`src/rtl/foreground_line_scheduler_if.sv`:
```
// Fill-request handshake between the foreground line scheduler
// and the scanline fill unit.
interface foreground_line_scheduler_if;
  logic       req_valid_o;
  logic       req_ready_i;
  logic [7:0] req_x_o;
  logic [4:0] req_pmfa_o;
  logic [2:0] req_row_o;
  logic       req_hflip_o;
  logic [2:0] req_color_o;

  modport master (
    output req_valid_o,
    output req_x_o,
    output req_pmfa_o,
    output req_row_o,
    output req_hflip_o,
    output req_color_o,
    input  req_ready_i
  );

  modport slave (
    input  req_valid_o,
    input  req_x_o,
    input  req_pmfa_o,
    input  req_row_o,
    input  req_hflip_o,
    input  req_color_o,
    output req_ready_i
  );
endinterface

```
`src/rtl/foreground_line_scheduler.sv`:
```
// Per-line sprite evaluator: scans OBM Y bytes, buffers hits in a
// LIFO, then fetches and issues one fill request per hit.
module foreground_line_scheduler #(
  parameter int NUM_OBJECTS   = 64,
  parameter int MAX_PER_LINE  = 16,
  parameter int MAX_VISIBLE_Y = 239
) (
  input  logic       gpu_clk,
  input  logic       rst,
  input  logic       line_start_i,
  input  logic [8:0] next_y_i,
  output logic [7:0] obm_addr_o,
  input  logic [7:0] obm_data_i,
  foreground_line_scheduler_if.master req,
  output logic       busy_o,
  output logic       done_o,
  output logic       overflow_o,
  output logic [5:0] count_o
);

  localparam int KW = $clog2(NUM_OBJECTS);
  localparam int SW = $clog2(MAX_PER_LINE) + 1;

  typedef enum logic [2:0] {
    IDLE,
    SCAN,
    FETCH,
    ISSUE,
    DONE
  } state_t;

  typedef struct packed {
    logic [7:0] x;
    logic [4:0] pmfa;
    logic [2:0] row;
    logic       hflip;
    logic [2:0] color;
  } fill_req_t;

  state_t        state;
  state_t        state_n;
  logic [8:0]    line_y;
  logic [7:0]    addr;
  logic          addr_v;
  logic [KW:0]   nxt_k;
  logic          rd_v;
  logic [KW-1:0] rd_k;
  logic [KW-1:0] lifo [MAX_PER_LINE];
  logic [SW-1:0] sp;
  logic [SW-1:0] sp_m1;
  logic [SW-1:0] sp_m2;
  logic [5:0]    cnt;
  logic          ovf;
  logic [2:0]    ph;
  logic [7:0]    y_q;
  logic [2:0]    row_raw;
  fill_req_t     fr;

  logic          hit;
  logic          full;
  logic          push;
  logic          last_eval;
  logic [KW-1:0] tgt;
  logic          valid;
  logic          busy;
  logic          done;

  function automatic logic [7:0] mk_addr(
    input logic [KW-1:0] k,
    input logic [1:0]    b
  );
    return {6'(k), b};
  endfunction

  assign sp_m1   = sp - SW'(1);
  assign sp_m2   = sp - SW'(2);
  assign row_raw = 3'(line_y - {1'b0, y_q});

  always_comb begin
    hit = rd_v
       && (line_y <= 9'(MAX_VISIBLE_Y))
       && (line_y >= {1'b0, obm_data_i})
       && (line_y <= ({1'b0, obm_data_i} + 9'd7));
  end

  assign full      = (sp == SW'(MAX_PER_LINE));
  assign push      = (state == SCAN) && hit && !full;
  assign last_eval = (state == SCAN) && rd_v
                  && (rd_k == KW'(NUM_OBJECTS - 1));

  // Next object to fetch: the entry that will be on top after
  // this cycle's push (end of scan) or pop (after a handshake).
  always_comb begin
    tgt = lifo[sp_m2[SW-2:0]];
    if (state == SCAN) begin
      if (push) tgt = rd_k;
      else      tgt = lifo[sp_m1[SW-2:0]];
    end
  end

  always_ff @(posedge gpu_clk) begin
    if (rst) state <= IDLE;
    else     state <= state_n;
  end

  always_comb begin
    state_n = state;
    valid   = 1'b0;
    busy    = 1'b1;
    done    = 1'b0;
    unique case (state)
      IDLE: busy = 1'b0;
      SCAN: begin
        if (last_eval)
          state_n = ((sp != '0) || push) ? FETCH : DONE;
      end
      FETCH: begin
        if (ph == 3'd4) state_n = ISSUE;
      end
      ISSUE: begin
        valid = 1'b1;
        if (req.req_ready_i)
          state_n = (sp > SW'(1)) ? FETCH : DONE;
      end
      DONE: begin
        done    = 1'b1;
        state_n = IDLE;
      end
      default: state_n = IDLE;
    endcase
    if (line_start_i) state_n = SCAN;
  end

  always_ff @(posedge gpu_clk) begin
    if (push) lifo[sp[SW-2:0]] <= rd_k;
  end

  always_ff @(posedge gpu_clk) begin
    if (rst) begin
      line_y <= '0;
      addr   <= '0;
      addr_v <= 1'b0;
      nxt_k  <= '0;
      rd_v   <= 1'b0;
      rd_k   <= '0;
      sp     <= '0;
      cnt    <= '0;
      ovf    <= 1'b0;
      ph     <= '0;
      y_q    <= '0;
      fr     <= '0;
    end else if (line_start_i) begin
      line_y <= next_y_i;
      addr   <= mk_addr('0, 2'd1);
      addr_v <= 1'b1;
      nxt_k  <= (KW+1)'(1);
      rd_v   <= 1'b0;
      sp     <= '0;
      cnt    <= '0;
      ovf    <= 1'b0;
      ph     <= '0;
    end else begin
      rd_v <= 1'b0;
      unique case (state)
        SCAN: begin
          rd_v <= addr_v;
          rd_k <= addr[2+:KW];
          if (nxt_k < (KW+1)'(NUM_OBJECTS)) begin
            addr  <= mk_addr(nxt_k[KW-1:0], 2'd1);
            nxt_k <= nxt_k + (KW+1)'(1);
          end else begin
            addr_v <= 1'b0;
          end
          if (hit) begin
            if (!full) begin
              sp  <= sp + SW'(1);
              cnt <= cnt + 6'd1;
            end else begin
              ovf <= 1'b1;
            end
          end
          if (last_eval) begin
            addr <= mk_addr(tgt, 2'd0);
            ph   <= '0;
          end
        end
        FETCH: begin
          ph <= ph + 3'd1;
          if (ph < 3'd3)
            addr <= {addr[7:2], ph[1:0] + 2'd1};
          case (ph)
            3'd1: fr.x <= obm_data_i;
            3'd2: y_q  <= obm_data_i;
            3'd3: begin
              fr.pmfa  <= obm_data_i[4:0];
              fr.hflip <= obm_data_i[6];
              fr.row   <= obm_data_i[5] ? ~row_raw : row_raw;
            end
            3'd4: fr.color <= obm_data_i[2:0];
            default: ;
          endcase
        end
        ISSUE: begin
          if (req.req_ready_i) begin
            sp <= sp_m1;
            ph <= '0;
            if (sp > SW'(1))
              addr <= mk_addr(tgt, 2'd0);
          end
        end
        default: ;
      endcase
    end
  end

  assign obm_addr_o      = addr;
  assign req.req_valid_o = valid;
  assign req.req_x_o     = fr.x;
  assign req.req_pmfa_o  = fr.pmfa;
  assign req.req_row_o   = fr.row;
  assign req.req_hflip_o = fr.hflip;
  assign req.req_color_o = fr.color;
  assign busy_o          = busy;
  assign done_o          = done;
  assign overflow_o      = ovf;
  assign count_o         = cnt;

endmodule

```
`src/flat_wrapper.sv`:
```
// flat-port wrapper written by rule: the top's interface ports become plain ports
module foreground_line_scheduler_flat 
#(
  parameter int NUM_OBJECTS   = 64,
  parameter int MAX_PER_LINE  = 16,
  parameter int MAX_VISIBLE_Y = 239
)
  (gpu_clk, rst, line_start_i, next_y_i, obm_addr_o, obm_data_i, busy_o, done_o, overflow_o, count_o, req_req_valid_o, req_req_x_o, req_req_pmfa_o, req_req_row_o, req_req_hflip_o, req_req_color_o, req_req_ready_i);
  foreground_line_scheduler_if req_i ();
  input  logic gpu_clk;
  input  logic rst;
  input  logic line_start_i;
  input  logic [8:0] next_y_i;
  output logic [7:0] obm_addr_o;
  input  logic [7:0] obm_data_i;
  output logic busy_o;
  output logic done_o;
  output logic overflow_o;
  output logic [5:0] count_o;
  output wire logic [$bits(req_i.req_valid_o)-1:0] req_req_valid_o;
  output wire logic [$bits(req_i.req_x_o)-1:0] req_req_x_o;
  output wire logic [$bits(req_i.req_pmfa_o)-1:0] req_req_pmfa_o;
  output wire logic [$bits(req_i.req_row_o)-1:0] req_req_row_o;
  output wire logic [$bits(req_i.req_hflip_o)-1:0] req_req_hflip_o;
  output wire logic [$bits(req_i.req_color_o)-1:0] req_req_color_o;
  input wire logic [$bits(req_i.req_ready_i)-1:0] req_req_ready_i;
  assign req_req_valid_o = req_i.req_valid_o;
  assign req_req_x_o = req_i.req_x_o;
  assign req_req_pmfa_o = req_i.req_pmfa_o;
  assign req_req_row_o = req_i.req_row_o;
  assign req_req_hflip_o = req_i.req_hflip_o;
  assign req_req_color_o = req_i.req_color_o;
  assign req_i.req_ready_i = req_req_ready_i;
  foreground_line_scheduler #(.NUM_OBJECTS(NUM_OBJECTS), .MAX_PER_LINE(MAX_PER_LINE), .MAX_VISIBLE_Y(MAX_VISIBLE_Y)) u_core (.gpu_clk(gpu_clk), .rst(rst), .line_start_i(line_start_i), .next_y_i(next_y_i), .obm_addr_o(obm_addr_o), .obm_data_i(obm_data_i), .req(req_i), .busy_o(busy_o), .done_o(done_o), .overflow_o(overflow_o), .count_o(count_o));
endmodule
```
`config.mk`:
```
export PLATFORM = sky130hd
export DESIGN_NAME = foreground_line_scheduler_flat
export DESIGN_NICKNAME = d
export VERILOG_FILES = /design/src/rtl/foreground_line_scheduler_if.sv /design/src/rtl/foreground_line_scheduler.sv /design/src/flat_wrapper.sv
export SDC_FILE = /design/constraint.sdc
export NUM_CORES = 1
export LEC_CHECK = 0
export CAP_MARGIN = 20
export CORE_MARGIN = 4
export CORE_UTILIZATION = 45
export CTS_CLUSTER_SIZE = 10
export DETAILED_ROUTE_END_ITERATION = 7
export PLACE_DENSITY = 0.7
export SLEW_MARGIN = 20
export SYNTH_ARGS = -nofsm -noshare
export SYNTH_HDL_FRONTEND = slang
export SYNTH_SLANG_ARGS = --single-unit
```
`constraint.sdc`:
```
create_clock -name gpu_clk -period 4.8 [get_ports gpu_clk]
set_input_delay 0.96 -clock gpu_clk [delete_from_list [all_inputs] [get_ports gpu_clk]]
set_output_delay 0.96 -clock gpu_clk [all_outputs]
set_load 0.005 [all_outputs]
```
==> results.yml, run 1 <==
global_routing:
  overflow: 0
  grt_pass1_vias: 6111
  grt_first_pass_wirelength_um: 35600
  antenna_found_initial: 0
  grt_use_total: 0.215
  grt_max_degree: 54
setup_path:
  critPathLaunchType: "input pin"
  cp_top_family: "compound AO/OA/AOI/OAI gates"
  r2r.worst_path.cells: 9
  required_ns: 4.91
  cp.buffers_inverters: 2
  criticalPathCategory: "input pin to flop"
  cp.arrival_ns: 4.32
  r2r_setup_slack_ns: 1.81
  end_kind: "flop"
  path_cells: "clkdlybuf4s50_1 -> inv_1 -> ha_1 -> a21oi_1 -> nand3_1 -> ha_1 -> a21oi_1 -> o21ai_0 -> a2111oi_4 -> o21ai_2 -> nor2_4 -> and3_1"
  reg2reg_to: "u_core.obm_addr_o[5]$_SDFFE_PP0P_"
  critPathMaxFanout: 15
  slowest_stage: "clkdlybuf4s50_1"
  r2r_start: "u_core.sp[1]$_SDFFE_PP0P_"
  cpPeakStageDelay_ns: 0.50
clocking:
  path_clk_slew_ns: 0.06
  post_cts_buffers: 0
  h-tree-depth: 4
  cts_buffers: 17
  cts-root-buf: "clkbuf_16"
  clock_path_buffers: 2
  worstSkewPairLatency_ns: 0.43
  cts_tree: "done"
  ctsHoldBuffers: 0
  cts_resized: 0
  cts.sinks: 169
outcome:
  status: "finished with violations"
  violations: "design-rule violations"
placed_design:
  place.gp.congestion: 0.867
  hpwl_um: 15800
  portBuffers: 58
  postPlaceCellArea_mm2: 0.00948
yosys:
  synth_edf_count: 96
  synth-seq-cells: 169
  postSynthAreaPerCell_um2: 12.2
  ys_async_sr_fraction: 0
  yosys-top-cells-area: "edfxtp_1 33%, dfxtp_1 17%, mux4_2 9.6%"
  yosys.area.top_type: "edfxtp_1"
  netlist.area_leader.share: 0.333
  yosysWarnings: 0
  syn-cell-area_mm2: 0.00866
  synth_ff_type: "edfxtp_1"
  synth_cell_types: 65
  yosysSeqAreaShare: 0.501
  syn-num-nets: 764
  syn_inst: 709
die:
  io_pins: 59
  die_w_um: 147
  core_area_mm2: 0.0188
  rows: 50
  die_area_mm2: 0.0215
  die_y_um: 147
  initial_utilization: 0.460
power_and_ir_drop:
  ir_worst_vdd_mv: 0.232
  total_power_mw: 3.12
  pwr_density_cell_mw_per_mm2: 309
  leakagePower_nw: 3.49
finish:
  final_cell_mix: "96 x edfxtp_1, 72 x dfxtp_1, 60 x nand2_1"
  fin_util: 0.537
  diodes: 0
  synthToLayoutAreaGrowth_pct: 16.7
  final_area_mm2: 0.0101
  num-nets-final: 817
  layout_commonest_cell: "edfxtp_1"
  drive_gt1_frac: 0.129
timing:
  clock.fmax_ghz: 0.238
  slew_headroom: 0.403
  holdWs_ns: 0.453
  worst_pin_slew_ns: 0.895
  rsz0062_at_grt: "false"
  hold_viol: 0
  fin_crit_sh: 0.877
  period_minus_slack_ns: 4.21
  slew_violations: 0
  setup_viol_count_final: 0
  setup_tns_ns: 0
  finClkSkew_ns: 0.00836
detailed_routing:
  drt_iter0_markers: 855
  dr.pass1.iters: 8
  routed_wl_um: 22700
  via_per_inst: 6.16
  drcViolationCount: 3
  vias: 6374
  post_drt_wl_per_cell_um: 22.0
  final_antenna_net_count: 0
hold_path:
  hold_path.class: "flop to flop"
  whs_endpoint: "u_core.req.req_x_o[3]$_SDFFE_PP0P_"
  hold_start: "u_core.req.req_x_o[3]$_SDFFE_PP0P_"
  hold_path_depth: 2
run:
  max-cap-violations: 0
logic make-up after synthesis:
group           synth area share
compound gates            0.0982
fa+ha+maj                 0.0500
xor+xnor                  0.0182
mux                        0.180
simple gates               0.117
buf+inv                   0.0352
flops                      0.501
worst max path at each step:
stage	slack, ns	end	from	depth (start not counted)
after floorplan	1.12	u_core.lifo[11][0]$_DFFE_PP_	obm_data_i[5]	10
after global placement	0.33	u_core.lifo[6][0]$_DFFE_PP_	obm_data_i[0]	12
after detailed placement	0.25	u_core.lifo[0][3]$_DFFE_PP_	obm_data_i[0]	12
after CTS	0.64	u_core.lifo[1][3]$_DFFE_PP_	obm_data_i[0]	12
after global routing	0.38	u_core.lifo[1][5]$_DFFE_PP_	obm_data_i[0]	12
final	0.59	u_core.lifo[1][3]$_DFFE_PP_	obm_data_i[0]	12
synth_stat cells (5+ instances only):
library cell,n
o21ai_0,22
nor3_1,13
mux4_1,16
a21o_1,6
a21oi_1,52
xor2_1,5
o22ai_1,8
edfxtp_1,96
and3_1,17
mux2i_1,28
buf_2,6
mux4_2,37
clkbuf_1,19
nand2_1,60
dfxtp_1,73
nand3_1,33
buf_4,9
inv_1,24
o211ai_1,7
ha_1,33
a22oi_1,6
xnor2_1,13
nor2_1,46
nor2b_1,8
nand4_1,5
worst min-delay path, cell delays in order (launching register included):
cell	delay, ns
dfxtp_1	0.31
nand2_1	0.05
a21oi_1	0.05
registers in the layout, summed over array words and instances (netlist names), 5 cells and up:
signal	count
u_core.nxt_k	7
u_core.req.req_x_o	8
u_core.line_y	9
u_core.obm_addr_o	8
u_core.req.req_pmfa_o	5
u_core.rd_k	6
u_core.count_o	6
u_core.sp	5
u_core.lifo	96
per-layer routing:
| layer | up-vias | track usage | part of all wire |
|---|---|---|---|
| met4 | 0 | 0.0790 | 0.032 |
| met3 | 66 | 0.0617 | 0.092 |
| met2 | 358 | 0.309 | 0.45 |
| met1 | 3120 | 0.310 | 0.43 |
| li1 | 2830 | - | - |
| met5 | - | 0 | 0 |
power breakdown:
part           internal, mW  switching (mW)
sequential             1.52          0.0109
clock                 0.868           0.584
combinational        0.0612          0.0779
metrics by stage:
step                      cells  setup slack [ns]
final                      1035             0.591
after CTS                  1035             0.637
after global placement     1003             0.335
after detailed placement   1003             0.254
after global routing       1035             0.378
after floorplan             709              1.12
cell type report:
cell class,count,area [um2]
clock inverter,12,163
inverter,24,90.1
tap,260,325
clock buffer,20,467
timing repair buffer,74,701
sequential,169,4350
multi-input combinational,476,4020
fill,1563,8720
No activity file was read; power rests on OpenSTA's default activity.
==> run 2, diff against run 1 <==
- ABC_AREA: unset -> 1
- PLACE_DENSITY: 0.7 -> 0.69
- SKIP_LAST_GASP: unset -> 1
==> results.yml, run 2 <==
setup_path:
  cpMostUsedCell: "nand2_1"
  path_cells: "clkdlybuf4s50_1 -> inv_1 -> ha_1 -> a21oi_1 -> inv_1 -> nor2_1 -> nand2_1 -> xor2_1 -> ha_1 -> nand2_1 -> nor2_1 -> nand3_1 -> nand2_1 -> nand3_4 -> inv_2 -> nand2_1 -> nor2_1"
  critPathMaxFanout: 8
  cpPeakStageDelay_ns: 0.48
  criticalPathCategory: "input pin to flop"
  critPathLaunchType: "input pin"
  slowest_stage: "clkdlybuf4s50_1"
  required_ns: 4.88
  end_kind: "flop"
  r2r_setup_slack_ns: 1.21
  cp.arrival_ns: 4.18
yosys:
  yosys.area.top_type: "edfxtp_1"
  syn-num-nets: 1168
  netlist.area_leader.share: 0.323
  yosysSeqAreaShare: 0.486
  yosysWarnings: 0
  synth-seq-cells: 169
  yosys-top-cells-count: "304 x nand2_1, 176 x nand3_1, 96 x edfxtp_1, 87 x a21oi_1, 79 x nor2_1"
  yosys-top-cells-area: "edfxtp_1 32%, dfxtp_1 16%, nand2_1 13%"
  syn_inst: 1113
  postSynthAreaPerCell_um2: 8.03
  synth_edf_count: 96
  yosysMostFrequentCell: "nand2_1"
  syn-cell-area_mm2: 0.00893
  ys_async_sr_fraction: 0
  synth_cell_types: 40
  synth_ff_type: "edfxtp_1"
die:
  io_pins: 59
  core_area_mm2: 0.0195
  die_y_um: 149
  die_area_mm2: 0.0222
  rows: 51
  initial_utilization: 0.458
  die_w_um: 149
timing:
  finClkSkew_ns: 0.0144
  setup_viol_count_final: 0
  slew_violations: 0
  worst_pin_slew_ns: 1.02
  rsz0062_at_grt: "false"
  hold_viol: 0
  slew_headroom: 0.320
  fin_ws_ns: 0.701
  fin_crit_sh: 0.854
  period_minus_slack_ns: 4.10
  clock.fmax_ghz: 0.244
  setup_tns_ns: 0
power_and_ir_drop:
  total_power_mw: 3.33
  pwr_density_cell_mw_per_mm2: 321
  leakagePower_nw: 4.15
  ir_worst_vdd_mv: 0.241
clocking:
  clock_path_buffers: 2
  cts_buffers: 17
  cts_tree: "done"
  ctsHoldBuffers: 0
  worstSkewPairLatency_ns: 0.44
  path_clk_slew_ns: 0.07
  h-tree-depth: 4
  cts.sinks: 169
  cts-root-buf: "clkbuf_16"
  cts_resized: 0
  post_cts_buffers: 0
detailed_routing:
  via_per_inst: 5.44
  routed_wl_um: 24200
  drt_iter0_markers: 729
  drcViolationCount: 0
  dr.pass1.iters: 6
  vias: 7830
  final_antenna_net_count: 0
  post_drt_wl_per_cell_um: 16.9
finish:
  synthToLayoutAreaGrowth_pct: 16.0
  num-nets-final: 1216
  fin_util: 0.531
  drive_gt1_frac: 0.0733
  n_fill_cell: 1847
  diodes: 0
  stdcell_count: 1439
  ff_latch_area_mm2: 0.00435
  multi_input_area_mm2: 0.00401
  largest_reg_flops: 96
  layout_commonest_cell: "nand2_1"
  final_cell_mix: "304 x nand2_1, 176 x nand3_1, 96 x edfxtp_1"
run:
  max-cap-violations: 0
placed_design:
  placed_cells: 1407
  hpwl_um: 16700
  preCtsSetupSlack_ns: 0.283
  portBuffers: 58
  place.gp.congestion: 0.906
global_routing:
  grt_first_pass_wirelength_um: 39000
  grt_max_degree: 103
  grt_use_total: 0.224
  overflow: 0
  grt_pass1_vias: 7601
  antenna_found_initial: 0
hold_path:
  hold_path.class: "flop to flop"
outcome:
  status: "finished, final reports clean"
==> run 2: cell count changes after synthesis, sizes merged, moves of 10 or more <==
cell | previous run | this run
a21oi | 52 | 87
mux4 | 54 | 0
nor3 | 14 | 4
nand3 | 33 | 178
nor2 | 48 | 88
nand2 | 60 | 306
inv | 24 | 79
buf | 20 | 31
mux2i | 28 | 0
o21ai | 24 | 65
and3 | 17 | 1
==> run 2: final cells by class <==
type / instances / share of cell area
Inverter: 84 / 0.0305
Clock buffer: 19 / 0.0438
Tap cell: 265 / 0.0320
Timing Repair Buffer: 82 / 0.0734
Multi-Input combinational cell: 807 / 0.387
Sequential cell: 169 / 0.419
Clock inverter: 13 / 0.0138
==> run 2: path summary, 6_finish.rpt <==
check                                                  startpoint  depth (start not counted)                           endpoint
worst max-delay path                                obm_data_i[0]                         17       u_core.lifo[10][4]$_DFFE_PP_
worst min-delay path            u_core.obm_addr_o[1]$_SDFFE_PP0P_                          2  u_core.obm_addr_o[1]$_SDFFE_PP0P_
worst max register to register          u_core.sp[1]$_SDFFE_PP0P_                         14  u_core.obm_addr_o[5]$_SDFFE_PP0P_
worst min register to register  u_core.obm_addr_o[1]$_SDFFE_PP0P_                          2  u_core.obm_addr_o[1]$_SDFFE_PP0P_
==> run 2: logic make-up after synthesis <==
family | share of synthesized area
AOI/OAI and AO/OA | 0.0922
xor gates and xnor gates | 0.0197
adders and majority gates | 0.0485
buffers and inverters | 0.0644
DFF | 0.486
and+or+nand+nor | 0.289
==> run 2: critical path: cells and delay by family <==
| family | cells | cell delay (ns) |
|---|---|---|
| buffers and inverters | 4 | 0.84 |
| AOI/OAI and AO/OA | 1 | 0.23 |
| adders and majority gates | 2 | 0.55 |
| and+or+nand+nor | 9 | 1.44 |
| xor gates and xnor gates | 1 | 0.15 |
==> run 2: power by group <==
part | switching (mW) | total [mW] | internal [mW]
Clock | 0.608 | 1.39 | 0.786
Combinational | 0.239 | 0.359 | 0.120
Sequential | 0.0289 | 1.57 | 1.54
Total | 0.876 | 3.33 | 2.45
==> run 2: through the flow <==
stage	area, um2	hold slack [ns]
final	10400	0.446
after global placement	9770	0.434
after CTS	10400	0.450
after floorplan	8930	0.421
after global routing	10400	0.459
after detailed placement	9770	0.441
==> run 2: metal layers <==
layer	GRT usage	vias up	share of wire
li1	-	3835	-
met1	0.282	3624	0.42
met2	0.371	302	0.47
met3	0.0550	69	0.070
met4	0.0934	0	0.035
met5	0	-	0
==> run 3, diff against run 2 <==
--- a/config.mk
+++ b/config.mk
@@ -6,5 +6,4 @@
 export NUM_CORES = 1
 export LEC_CHECK = 0
-export ABC_AREA = 1
 export CAP_MARGIN = 20
 export CORE_MARGIN = 4
@@ -12,5 +11,5 @@
 export CTS_CLUSTER_SIZE = 10
 export DETAILED_ROUTE_END_ITERATION = 7
-export PLACE_DENSITY = 0.69
+export PLACE_DENSITY = 0.72
 export SKIP_LAST_GASP = 1
 export SLEW_MARGIN = 20
==> constraint.sdc (replaced) <==
create_clock -name gpu_clk -period 3.3 [get_ports gpu_clk]
set_input_delay 0.66 -clock gpu_clk [delete_from_list [all_inputs] [get_ports gpu_clk]]
set_output_delay 0.66 -clock gpu_clk [all_outputs]
set_load 0.05 [all_outputs]
==> results.yml, run 3 (same netlist as run 1, synthesis figures left out) <==
outcome:
  status: "finished, final reports clean"
detailed_routing:
  drcViolationCount: 0
  final_antenna_net_count: 0
  routed_wl_um: 22700
  post_drt_wl_per_cell_um: 21.1
  dr.pass1.iters: 5
  via_per_inst: 5.94
  vias: 6407
  drt_iter0_markers: 756
placed_design:
  postPlaceCellArea_mm2: 0.00982
  placed_cells: 1045
  place.gp.congestion: 0.899
  hpwl_um: 16200
  preCtsSetupSlack_ns: -0.871
  portBuffers: 58
timing:
  period_minus_slack_ns: 3.10
  slew_headroom: 0.423
  fin_crit_sh: 0.941
  setup_viol_count_final: 0
  holdWs_ns: 0.457
  fin_ws_ns: 0.196
  worst_pin_slew_ns: 0.859
  clock.fmax_ghz: 0.322
  slew_violations: 0
  rsz0062_at_grt: "false"
  finClkSkew_ns: 0.0109
  hold_viol: 0
  setup_tns_ns: 0
hold_path:
  hold_path.class: "flop to flop"
power_and_ir_drop:
  total_power_mw: 4.39
  ir_worst_vdd_mv: 0.289
  pwr_density_cell_mw_per_mm2: 419
  leakagePower_nw: 3.69
setup_path:
  criticalPathCategory: "input pin to flop"
  cpPeakStageDelay_ns: 0.50
  cp.arrival_ns: 3.46
  cp.buffers_inverters: 4
  path_cells: "clkdlybuf4s50_1 -> nand3_1 -> a21oi_2 -> xnor2_1 -> ha_1 -> a21oi_1 -> o21ai_2 -> a2111oi_4 -> buf_4 -> o21a_1 -> buf_4 -> a21oi_1 -> buf_4 -> o2111ai_1"
  slowest_stage: "clkdlybuf4s50_1"
  critPathMaxFanout: 5
  cpMostUsedCell: "buf_4"
  end_kind: "flop"
  required_ns: 3.66
  cp_top_family: "compound AO/OA/AOI/OAI gates"
  critPathLaunchType: "input pin"
die:
  core_area_mm2: 0.0188
  io_pins: 59
  die_w_um: 147
  die_area_mm2: 0.0215
  die_y_um: 147
  initial_utilization: 0.460
  rows: 50
clocking:
  cts-root-buf: "clkbuf_16"
  h-tree-depth: 4
  ctsHoldBuffers: 0
  clock_path_buffers: 2
  worstSkewPairLatency_ns: 0.44
  cts.sinks: 169
  cts_buffers: 17
  path_clk_slew_ns: 0.07
  cts_tree: "done"
finish:
  final_cell_mix: "96 x edfxtp_1, 72 x dfxtp_1, 60 x nand2_1"
  drive_gt1_frac: 0.198
  diodes: 0
  num-nets-final: 860
  fin_util: 0.556
  synthToLayoutAreaGrowth_pct: 20.9
  largest_reg_flops: 96
  stdcell_count: 1078
  layout_commonest_cell: "edfxtp_1"
  final_area_mm2: 0.0105
global_routing:
  grt_use_total: 0.213
  antenna_found_initial: 0
  grt_pass1_vias: 6206
  grt_first_pass_wirelength_um: 35500
  overflow: 0
  grt_max_degree: 45
run:
  max-cap-violations: 0
## run 3: cell count changes in the layout (fill, tap and decap cells not counted), sizes merged, moves of 28 or more
cell and change:
nor2 -40, buf +35, a21oi -35, inv -54
mux4 +54, o21ai -41, nand3 -145, mux2i +28
nand2 -246
## run 3: where the power goes
part / total [mW] / switching [mW] / leakage (nW) / internal [mW]
registers: 2.22 / 0.0129 / 1.45 / 2.21
clock network: 1.92 / 0.921 / 0.274 / 0.996
logic: 0.248 / 0.134 / 1.96 / 0.114
## run 3: area by class of cell
cell class | instances | area, um2
clock buffer | 18 | 429
clock inverter | 14 | 130
fill | 1511 | 8360
inverter | 24 | 90.1
multi-input combinational | 476 | 4120
sequential | 169 | 4350
tap | 260 | 325
timing repair buffer | 117 | 1040
## run 3: path summary, 6_finish.rpt
path / depth (start not counted) / from / to / slack [ns]
setup / recovery: 14 / obm_data_i[5] / u_core.obm_addr_o[3]$_SDFFE_PP0P_ / 0.20
hold / removal: 2 / u_core.req.req_x_o[7]$_SDFFE_PP0P_ / u_core.req.req_x_o[7]$_SDFFE_PP0P_ / 0.46
setup reg to reg: 8 / u_core.sp[2]$_SDFFE_PP0P_ / u_core.obm_addr_o[6]$_SDFFE_PP0P_ / 0.52
hold reg to reg: 2 / u_core.req.req_x_o[7]$_SDFFE_PP0P_ / u_core.req.req_x_o[7]$_SDFFE_PP0P_ / 0.46
## run 3: layer usage
layer / vias up / wire [um] / GRT usage
met4: 0 / 335 / 0.0687
met1: 3141 / 10100 / 0.306
met3: 30 / 1890 / 0.0463
met2: 322 / 10500 / 0.324
met5: - / 0 / 0
li1: 2914 / - / -
## run 3: repair_timing
item                                    CTS  global route
endpoints found under the setup margin  106           113
resized for setup                        20            12
setup buffers                             1             0
pin swaps                                 1             1
## run 3: tightest hold or removal path: cells and delay by family (launching register included)
kind	cells	cell delay, ns
AO/OA/AOI/OAI	1	0.05
flip-flops	1	0.31
AND/OR/NAND/NOR	1	0.05
